===== src/rtl/ula_operand_loader_pkg.sv =====
// Shared widths, FSM state encoding and ULA opcode constants for the operand loader.
package ula_operand_loader_pkg;
   localparam int WIDTH = 6;
   localparam int SEL_W = 4;

   typedef enum logic [2:0] {
      ST_A    = 3'd0,
      ST_B    = 3'd1,
      ST_S    = 3'd2,
      ST_EXEC = 3'd3,
      ST_SHOW = 3'd4
   } state_t;

   localparam logic [SEL_W-1:0] OP_ADD  = 4'b0000;
   localparam logic [SEL_W-1:0] OP_SUB  = 4'b0001;
   localparam logic [SEL_W-1:0] OP_ADDN = 4'b0010;
   localparam logic [SEL_W-1:0] OP_SUBN = 4'b0011;
   localparam logic [SEL_W-1:0] OP_INCA = 4'b0100;
   localparam logic [SEL_W-1:0] OP_DECA = 4'b0101;
   localparam logic [SEL_W-1:0] OP_INCB = 4'b0110;
   localparam logic [SEL_W-1:0] OP_DECB = 4'b0111;
endpackage


===== src/rtl/ula_operand_loader_if.sv =====
// Bundle of entry-bus, ULA-facing and status signals between the loader and its surroundings.
interface ula_operand_loader_if
   #(parameter int WIDTH = ula_operand_loader_pkg::WIDTH,
     parameter int SEL_W = ula_operand_loader_pkg::SEL_W);
   logic [WIDTH-1:0] data_in;
   logic             load;
   logic             chain;
   logic             clear;
   logic [WIDTH-1:0] ula_O;
   logic             ula_carry;
   logic             ula_zero;
   logic [WIDTH-1:0] A;
   logic [WIDTH-1:0] B;
   logic [SEL_W-1:0] S;
   logic [WIDTH-1:0] res_q;
   logic             carry_q;
   logic             zero_q;
   logic             valid;
   logic [2:0]       state_o;

   modport master (
      output data_in, load, chain, clear, ula_O, ula_carry, ula_zero,
      input  A, B, S, res_q, carry_q, zero_q, valid, state_o
   );

   modport slave (
      input  data_in, load, chain, clear, ula_O, ula_carry, ula_zero,
      output A, B, S, res_q, carry_q, zero_q, valid, state_o
   );
endinterface


===== src/rtl/ula_operand_loader_rise_detect.sv =====
// Registered rising-edge detector: a level held for many cycles yields a single pulse.
module ula_operand_loader_rise_detect (
   input  logic clk,
   input  logic rst_n,
   input  logic clr_i,
   input  logic d_i,
   output logic rise_o
);
   logic d_q;

   always_ff @(posedge clk or negedge rst_n) begin
      if (!rst_n)     d_q <= 1'b0;
      else if (clr_i) d_q <= 1'b0;
      else            d_q <= d_i;
   end

   assign rise_o = d_i & ~d_q;
endmodule


===== src/rtl/ula_operand_loader.sv =====
// Collects A, B and S from the shared entry bus, drives the ULA and captures its result and flags.
module ula_operand_loader
   #(parameter int WIDTH = ula_operand_loader_pkg::WIDTH,
     parameter int SEL_W = ula_operand_loader_pkg::SEL_W)
   (
   input logic                 clk,
   input logic                 rst_n,
   ula_operand_loader_if.slave bus
);
   import ula_operand_loader_pkg::*;

   state_t           state_q, state_d;
   logic [WIDTH-1:0] a_q, a_d;
   logic [WIDTH-1:0] b_q, b_d;
   logic [SEL_W-1:0] s_q, s_d;
   logic [WIDTH-1:0] result_q, result_d;
   logic             cy_q, cy_d;
   logic             zf_q, zf_d;
   logic             load_rise;

   ula_operand_loader_rise_detect u_rise (
      .clk    (clk),
      .rst_n  (rst_n),
      .clr_i  (bus.clear),
      .d_i    (bus.load),
      .rise_o (load_rise)
   );

   always_comb begin
      state_d  = state_q;
      a_d      = a_q;
      b_d      = b_q;
      s_d      = s_q;
      result_d = result_q;
      cy_d     = cy_q;
      zf_d     = zf_q;

      case (state_q)
         ST_A: if (load_rise) begin
            a_d     = bus.data_in;
            state_d = ST_B;
         end
         ST_B: if (load_rise) begin
            b_d     = bus.data_in;
            state_d = ST_S;
         end
         ST_S: if (load_rise) begin
            s_d     = bus.data_in[SEL_W-1:0];
            state_d = ST_EXEC;
         end
         ST_EXEC: begin
            result_d = bus.ula_O;
            cy_d     = bus.ula_carry;
            zf_d     = bus.ula_zero;
            state_d  = ST_SHOW;
         end
         ST_SHOW: if (load_rise) begin
            // chain only matters here: the shown result becomes the next A
            a_d     = bus.chain ? result_q : bus.data_in;
            state_d = ST_B;
         end
         default: state_d = ST_A;
      endcase

      if (bus.clear) begin
         state_d  = ST_A;
         a_d      = '0;
         b_d      = '0;
         s_d      = '0;
         result_d = '0;
         cy_d     = 1'b0;
         zf_d     = 1'b0;
      end
   end

   always_ff @(posedge clk or negedge rst_n) begin
      if (!rst_n) begin
         state_q  <= ST_A;
         a_q      <= '0;
         b_q      <= '0;
         s_q      <= '0;
         result_q <= '0;
         cy_q     <= 1'b0;
         zf_q     <= 1'b0;
      end else begin
         state_q  <= state_d;
         a_q      <= a_d;
         b_q      <= b_d;
         s_q      <= s_d;
         result_q <= result_d;
         cy_q     <= cy_d;
         zf_q     <= zf_d;
      end
   end

   assign bus.A       = a_q;
   assign bus.B       = b_q;
   assign bus.S       = s_q;
   assign bus.res_q   = result_q;
   assign bus.carry_q = cy_q;
   assign bus.zero_q  = zf_q;
   assign bus.valid   = (state_q == ST_SHOW);
   assign bus.state_o = state_q;
endmodule


===== src/flat_wrapper.sv =====
// flat-port wrapper written by rule: the top's interface ports become plain ports
module ula_operand_loader_flat import ula_operand_loader_pkg::*;
#(parameter int WIDTH = ula_operand_loader_pkg::WIDTH,
     parameter int SEL_W = ula_operand_loader_pkg::SEL_W)
  (clk, rst_n, bus_data_in, bus_load, bus_chain, bus_clear, bus_ula_O, bus_ula_carry, bus_ula_zero, bus_A, bus_B, bus_S, bus_res_q, bus_carry_q, bus_zero_q, bus_valid, bus_state_o);
  ula_operand_loader_if #(.WIDTH(WIDTH), .SEL_W(SEL_W)) bus_i ();
  input logic clk;
  input logic rst_n;
  input wire logic [$bits(bus_i.data_in)-1:0] bus_data_in;
  input wire logic [$bits(bus_i.load)-1:0] bus_load;
  input wire logic [$bits(bus_i.chain)-1:0] bus_chain;
  input wire logic [$bits(bus_i.clear)-1:0] bus_clear;
  input wire logic [$bits(bus_i.ula_O)-1:0] bus_ula_O;
  input wire logic [$bits(bus_i.ula_carry)-1:0] bus_ula_carry;
  input wire logic [$bits(bus_i.ula_zero)-1:0] bus_ula_zero;
  output wire logic [$bits(bus_i.A)-1:0] bus_A;
  output wire logic [$bits(bus_i.B)-1:0] bus_B;
  output wire logic [$bits(bus_i.S)-1:0] bus_S;
  output wire logic [$bits(bus_i.res_q)-1:0] bus_res_q;
  output wire logic [$bits(bus_i.carry_q)-1:0] bus_carry_q;
  output wire logic [$bits(bus_i.zero_q)-1:0] bus_zero_q;
  output wire logic [$bits(bus_i.valid)-1:0] bus_valid;
  output wire logic [$bits(bus_i.state_o)-1:0] bus_state_o;
  assign bus_i.data_in = bus_data_in;
  assign bus_i.load = bus_load;
  assign bus_i.chain = bus_chain;
  assign bus_i.clear = bus_clear;
  assign bus_i.ula_O = bus_ula_O;
  assign bus_i.ula_carry = bus_ula_carry;
  assign bus_i.ula_zero = bus_ula_zero;
  assign bus_A = bus_i.A;
  assign bus_B = bus_i.B;
  assign bus_S = bus_i.S;
  assign bus_res_q = bus_i.res_q;
  assign bus_carry_q = bus_i.carry_q;
  assign bus_zero_q = bus_i.zero_q;
  assign bus_valid = bus_i.valid;
  assign bus_state_o = bus_i.state_o;
  ula_operand_loader #(.WIDTH(WIDTH), .SEL_W(SEL_W)) u_core (.clk(clk), .rst_n(rst_n), .bus(bus_i));
endmodule

===== config.mk =====
export PLATFORM = sky130hd
export DESIGN_NAME = ula_operand_loader_flat
export DESIGN_NICKNAME = d
export VERILOG_FILES = /design/src/rtl/ula_operand_loader_pkg.sv /design/src/rtl/ula_operand_loader_if.sv /design/src/rtl/ula_operand_loader_rise_detect.sv /design/src/rtl/ula_operand_loader.sv /design/src/flat_wrapper.sv
export SDC_FILE = /design/constraint.sdc
export NUM_CORES = 1
export LEC_CHECK = 0
export ABC_AREA = 1
export ABC_CLOCK_PERIOD_IN_PS = 1600
export CORE_MARGIN = 5
export CORE_UTILIZATION = 47
export DETAILED_ROUTE_END_ITERATION = 7
export PLACE_DENSITY_LB_ADDON = 0.08
export SETUP_SLACK_MARGIN = 0.4
export SYNTH_ARGS = -nofsm -noshare
export SYNTH_HDL_FRONTEND = slang
export SYNTH_SLANG_ARGS = --single-unit

===== constraint.sdc =====
create_clock -name clk -period 1.6 [get_ports clk]
set_input_delay 0.24 -clock clk [delete_from_list [all_inputs] [get_ports clk]]
set_output_delay 0.24 -clock clk [all_outputs]
set_load 0.05 [all_outputs]

==> results.txt, run 1 <==
The mapped netlist covers 0.00133 mm2. The sort of element at the end of the critical path is an output pin. The cell total after placement came out at 235.

The clock passes through at most 2 buffers. At the end of routability-driven placement, the weighted congestion stood at 0.788. The tree is rooted in a clkbuf_4. Along the worst path, the maximum fanout reaches 2.

After synthesis, the mean cell area works out to 8.39 um2. The via count of the first global-routing pass was 1264. OpenSTA, run right after detailed placement, puts the worst setup slack at 0.0894 ns. The run gives 0 as the number of warning messages in the yosys log.

TritonCTS built the clock tree. The tools report the cell area after layout as 0.00215 mm2. The die covers 0.00398 mm2. After the last flow step, the layout net total stands at 246. The share of cells above drive strength 1 is 0.407, and the area of the core is 0.00273 mm2. The tool flagged a number of max-cap violations equal to 0. The run gives 0.763 as the relative slew slack. Type of the worst setup path: flop to output pin. For this block, the routed nets add up to 3710 um of wire. The detailed-route via count was 1337; the clock transition time at the flip-flop clock pins of the worst setup and hold paths was 0.14 ns.

After layout, the design draws a total of 1.46 mW. Summed over all failing endpoints, the final setup total negative slack is 0 ns. The tools report the number of antenna violations at the first check in global routing as 0. The run gives 704 um2 as the register area. In this run the count of I/O pins placed on the die edge is 47. The chip height is 63.1 um. Setup repair after global routing could not meet its margin everywhere. The horizontal die dimension is 63.1 um. The tools report the static leakage as 1.08 nW. From synthesis to final layout, the design area changed by 62.2%. In this run the worst setup path begins at u_core.bus.state_o[1]$_DFFE_PN0P_.

On the final layout, the worst clock skew is 0.00111 ns. The number of antenna diodes in the final layout is 0. The run gives 28 as the clock sink count. The via density per instance was 5.20.

The starting utilization of the core area came out at 0.485. The count of final hold-check violations was 0; the flop and latch count out of synthesis was 28. The total overflow reported by the global router is 0. Final HPWL from detailed placement: 2470 um. For the clock buffer count from CTS, the log shows 3.

The sequential cell area fraction in the yosys report was 0.529; the count of nets left with antenna violations after detail routing was 0. The first global-routing pass estimated 5660 um of wire. The final routed wire length divided by cell count was 14.5 um. Derived from the worst setup path, the maximum achievable clock frequency is 0.692 GHz. The first detailed-routing pass ran for 4 iterations.

The share of the core filled with cells in the final layout is 0.786. The transition time at the pin with the least slew margin was 0.356 ns; the slack of the critical path was 0.155 ns. Count of cell types in the netlist: 18. For this block, the initial DRC count from the detailed router was 55.

The run gives 0.171 as the global-route total usage across every layer. In this run the worst hold path is classified as primary input to async pin. Buffers placed on the I/O ports in this run total 46. The flow ran to the end, and the final reports show no timing, DRC or antenna violations. The multi-input combinational cells in the finished layout cover a total of 626 um2.

The library cell used most frequently in the layout, excluding fill and tap cells, is nand2_1. For the final standard cell count with taps included and fillers excluded, the log shows 257. Fill cell instance count of the final layout: 193. The endpoint arrival time on the critical path was 1.20 ns; the share of the cycle needed by the critical path after routing was 0.903. For this run, design rule violations remaining after detail routing come to 0. The tools report the clock insertion delay at the later pin of the skew report as 0.32 ns. Setup violations remaining at the end of the flow were counted as 0. The run gives 1 as the number of levels the H-tree was split into. Counting every instance in the synthesized netlist gives 158. The clock period minus final worst setup slack is 1.44 ns, and the total power per unit cell area is 680 mW/mm2. For the final count of pins violating max slew, the log shows 0.

In this run the critical register-to-register path is launched from u_core.bus.state_o[1]$_DFFE_PN0P_. The tightest hold path in the finished design has a slack of 0.279 ns. At the worst endpoint, the required time is 1.36 ns. STA classifies the critical path startpoint as a flop. In this run the cell area measured after placement is 0.00179 mm2.

The number of placement rows is 19. The worst-case IR drop observed on VDD is 0.519 mV. In the layout the commonest cells are 47 x nand2_1, 30 x buf_4, 25 x dfrtp_1. When the netlist entered floorplanning its net count stood at 177.

Maximum number of pins on one net before global-route repair: 29.
## power breakdown
group	internal, mW	switching [mW]	leakage, nW
sequential	0.731	0.0179	0.381
combinational	0.149	0.222	0.679
clock	0.139	0.202	0.0210
## metal layers
metal	part of all wire	up-vias	global-route usage
met1	0.43	655	0.234
li1	-	641	-
met3	0.044	6	0.0266
met4	0.012	0	0.0398
met5	0	-	0
met2	0.52	35	0.283
## synthesized netlist by cell type
master / instances / area [um2]
a21oi_1: 1 / 5.00
a21oi_2: 1 / 8.76
buf_2: 1 / 5.00
buf_4: 2 / 15.0
clkinv_2: 1 / 5.00
dfrtp_1: 28 / 701
inv_1: 18 / 67.6
inv_2: 4 / 15.0
nand2_1: 51 / 191
nand2_2: 1 / 6.26
nand3_1: 20 / 100
nand3_2: 5 / 50.1
nand4_1: 6 / 37.5
nor2_1: 5 / 18.8
nor2_2: 1 / 6.26
nor2_4: 4 / 45.0
o21ai_0: 7 / 35.0
o22ai_1: 2 / 12.5
## area by class of cell
cell class | count | share of cell area
Clock buffer | 4 | 0.0169
Tap cell | 31 | 0.0180
Timing Repair Buffer | 67 | 0.300
Sequential cell | 28 | 0.328
Multi-Input combinational cell | 104 | 0.291
Inverter | 23 | 0.0466
## what timing repair did
item | 4_1_cts | 5_1_grt
hold buffers | 0 | 0
endpoints found under the setup margin | 4 | 45
setup buffers | 6 | 12
endpoints found under the hold margin | 0 | 0
pin swaps | 2 | 20
gates resized for setup | 3 | 48
## worst max-delay path, stage by stage, from the launching register on
cell        delay [ns]
dfrtp_2           0.46
nor2_4            0.13
nand2_2           0.08
clkinvlp_4        0.09
buf_12            0.13
## cells by family after synthesis
group	share of synthesized area
AO/OA/AOI/OAI	0.0463
AND/OR/NAND/NOR	0.344
buffers and inverters	0.0812
flip-flops	0.529
## final timing paths
kind | endpoint | slack [ns] | cells past startpoint
worst max-delay path | bus_valid | 0.16 | 4
max in group asynchronous | u_core.bus.state_o[1]$_DFFE_PN0P_ | 1.04 | 2
worst min-delay path | u_core.bus.zero_q$_DFFE_PN0P_ | 0.28 | 2
worst min register to register | u_core.bus.A[4]$_DFFE_PN0P_ | 0.52 | 2
worst max register to register | u_core.bus.B[5]$_DFFE_PN0P_ | 0.31 | 8
min in group clk | u_core.bus.carry_q$_DFFE_PN0P_ | 0.44 | 3
## state kept, by name, indices dropped and copies added (netlist names)
| register | flops |
|---|---|
| u_core.bus.res_q | 6 |
| u_core.bus.S | 4 |
| u_core.u_rise.d_q | 1 |
| u_core.bus.zero_q | 1 |
| u_core.bus.B | 6 |
| u_core.bus.A | 6 |
| u_core.bus.state_o | 3 |
| u_core.bus.carry_q | 1 |
(Power assumes the default switching activity.)
==> run 2: changes to the inputs <==
--- a/config.mk
+++ b/config.mk
@@ -6,9 +6,9 @@
 export NUM_CORES = 1
 export LEC_CHECK = 0
 export ABC_AREA = 1
-export ABC_CLOCK_PERIOD_IN_PS = 1600
+export ABC_CLOCK_PERIOD_IN_PS = 1400
 export CORE_MARGIN = 5
-export CORE_UTILIZATION = 47
+export CORE_UTILIZATION = 44
 export DETAILED_ROUTE_END_ITERATION = 7
 export PLACE_DENSITY_LB_ADDON = 0.08
 export SETUP_SLACK_MARGIN = 0.4
==> constraint.sdc (replaced) <==
create_clock -name clk -period 1.4 [get_ports clk]
set_input_delay 0.21 -clock clk [delete_from_list [all_inputs] [get_ports clk]]
set_output_delay 0.21 -clock clk [all_outputs]
set_load 0.05 [all_outputs]
==> run 2 against run 1 <==
The flow now finishes with violations (negative setup slack). Die area up 5.7%. Via count increased by 11%. Sequential share of layout area shrank 6.2 points. Worst setup slack got worse by 0.22 ns. Non-clock buffer count up 10. Cell count rose by 4.7%. Sequential power increased by 16%. Critical path depth is 4 higher. Global-route usage grew 3.9 points. Clock power grew 60%. Largest power group unchanged.
==> results.txt, run 2 (same netlist as run 1, synthesis figures left out) <==
The die covers 0.00421 mm2. The share of cells above drive strength 1 is 0.483. The final route contains 1489 vias. The global-route total usage across every layer was 0.210.

The flow ran to the end, but the final reports show violations. Number of buffers inserted for hold repair after clock tree synthesis: 0. TritonCTS built the clock tree. The number of antenna violations at the first check in global routing is 0, and the layout-stage area growth over the synthesis result is 100%.

At the pin with the least slew margin, the transition time is 0.356 ns. The commonest non-fill, non-tap cell in the layout is nand2_1. The clock insertion delay at the later pin of the skew report is 0.34 ns, and the upper clock frequency limit is 0.682 GHz. The tools report the global-route wire length before repair as 6830 um. The count of final hold-check violations was 0; the via density per instance was 5.54. The run gives 0.778 as the final estimated routing congestion in global placement. Subtracting the final worst setup slack from the clock period gives 1.47 ns. The die is 64.9 um tall. The number of clock buffers added by TritonCTS is 3. The checks that failed: negative setup slack. The tools report the I/O pin count as 47. The net count of the finished layout is 256.

The floorplan step set the die width to 64.9 um. The min-delay analysis places its worst path in the category primary input to async pin. The port buffer count is 46, and the area of the core is 0.00298 mm2. Across the routed clock network, the largest skew measured is 0.0113 ns. The total inserted antenna cells is 0, and the number of remaining DRC errors is 0. The starting utilization of the core area is 0.445, and the maximum number of pins on one net before global-route repair is 29. STA classifies the critical path endpoint as a flop.

The final number of setup-violating endpoints is 6. The tools report the required time of the critical path as 1.69 ns. The run gives 1.75 ns as the endpoint arrival time on the critical path. The tools report the category of the worst setup path launch point as a flop. The maximum buffer depth of the clock tree is 2, and the internal reg-to-reg setup slack is -0.07 ns.

The logs give 0 for the final count of pins violating max slew and 0 for the count of nets left with antenna violations after detail routing. Before antenna repair, the detailed router went through 4 iterations. Prior to clock tree synthesis, the placed netlist has a worst setup slack of -0.00846 ns.

Total power per unit cell area: 752 mW/mm2. The relative slew slack came out at 0.763. The number of levels the H-tree was split into is 1, and the final routed wire length divided by cell count is 19.6 um. Max-cap violations in this run came to 0. The share of the cycle needed by the critical path after routing was 1.05.

Setup repair after global routing could not meet its margin everywhere. The slack of the critical path was -0.0672 ns; the number of design-rule violations left by the first detailed-router iteration was 126. For the total overflow reported by the global router, the log shows 0. The run gives 20 as the number of placement rows. The run gives 1428 as the via count of the first global-routing pass. The setup path with the least slack is of type flop to flop. The library cells used most frequently in the layout, excluding fill and tap cells, are 40 x nand2_1, 29 x buf_12, 25 x dfrtp_1. The tree is rooted in a clkbuf_4. The wire length after detailed routing was 5290 um; the final HPWL from detailed placement was 2660 um. Hold timing on the final database bottoms out at a slack of 0.256 ns. The static leakage was 1.24 nW; the largest voltage drop on the vdd net was 0.429 mV. Of all nets on the critical path, the largest fanout is 6. The clock sink count is 28.

After clock tree synthesis, the clock-pin slew on the worst setup and hold paths is 0.16 ns.
==> run 2: layer usage <==
metal | wire (um) | GRT usage | vias to the layer above
met2 | 2790 | 0.344 | 74
met1 | 2010 | 0.280 | 737
met4 | 187 | 0.0818 | 0
met3 | 307 | 0.0312 | 18
met5 | 0 | 0 | -
li1 | - | - | 660
==> run 2: repair_timing <==
| action | CTS | global route |
|---|---|---|
| gates cloned | 1 | 0 |
| setup buffers | 16 | 9 |
| resized for setup | 40 | 22 |
| pin swaps | 21 | 19 |
| setup endpoints to repair | 55 | 55 |
==> run 2: final cells by class <==
class                   instances  area, um2
repair buffers                 77       1050
flip-flops and latches         28        704
multi-input cells             104        696
fillers                       129        328
inverters                      23        105
well taps                      33       41.3
clock inverters                 1       30.0
clock buffers                   3       22.5
==> run 2: path summary, 6_finish.rpt <==
check,endpoint,depth (start not counted),startpoint
max,u_core.bus.A[2]$_DFFE_PN0P_,8,u_core.bus.state_o[0]$_DFFE_PN0P_
min,u_core.bus.state_o[1]$_DFFE_PN0P_,2,rst_n
max reg2reg,u_core.bus.A[2]$_DFFE_PN0P_,8,u_core.bus.state_o[0]$_DFFE_PN0P_
min reg2reg,u_core.bus.A[1]$_DFFE_PN0P_,2,u_core.bus.A[1]$_DFFE_PN0P_
max in group asynchronous,u_core.bus.state_o[0]$_DFFE_PN0P_,2,rst_n
min in group clk,u_core.bus.zero_q$_DFFE_PN0P_,3,bus_ula_zero
==> run 2: power breakdown <==
part	leakage [nW]	internal [mW]	switching, mW	total (mW)
combinational	0.831	0.276	0.304	0.580
clock	0.0279	0.290	0.254	0.544
sequential	0.381	0.836	0.0328	0.869
total	1.24	1.40	0.591	1.99
==> run 2: metrics by stage <==
stage               cells  power [mW]  setup TNS (ns)  utilization  area (um2)
detailed placement    239        1.29         -0.0141        0.718        2140
finish                269        1.99          -0.154        0.890        2650
CTS                   260        1.92       -0.000130        0.834        2480
global placement      239        1.29               0        0.718        2140
global route          269        2.06          -0.537        0.890        2650
floorplan             158        1.06               0            -        1340
==> run 2: critical path, cell delays in order (launching register included) <==
cell     delay [ns]
dfrtp_2        0.46
nor2_4         0.13
buf_4          0.12
buf_6          0.12
buf_8          0.12
inv_2          0.04
nor2_4         0.20
nand3_2        0.12
nand2_1        0.11
==> run 3: changes to the inputs <==
--- a/config.mk
+++ b/config.mk
@@ -7,6 +7,7 @@
 export LEC_CHECK = 0
 export ABC_AREA = 1
 export ABC_CLOCK_PERIOD_IN_PS = 1400
+export CAP_MARGIN = 30
 export CORE_MARGIN = 5
 export CORE_UTILIZATION = 44
 export DETAILED_ROUTE_END_ITERATION = 7
==> results of run 3 <==
No change in the layout: final DEF, timing and power equal those of run 2.
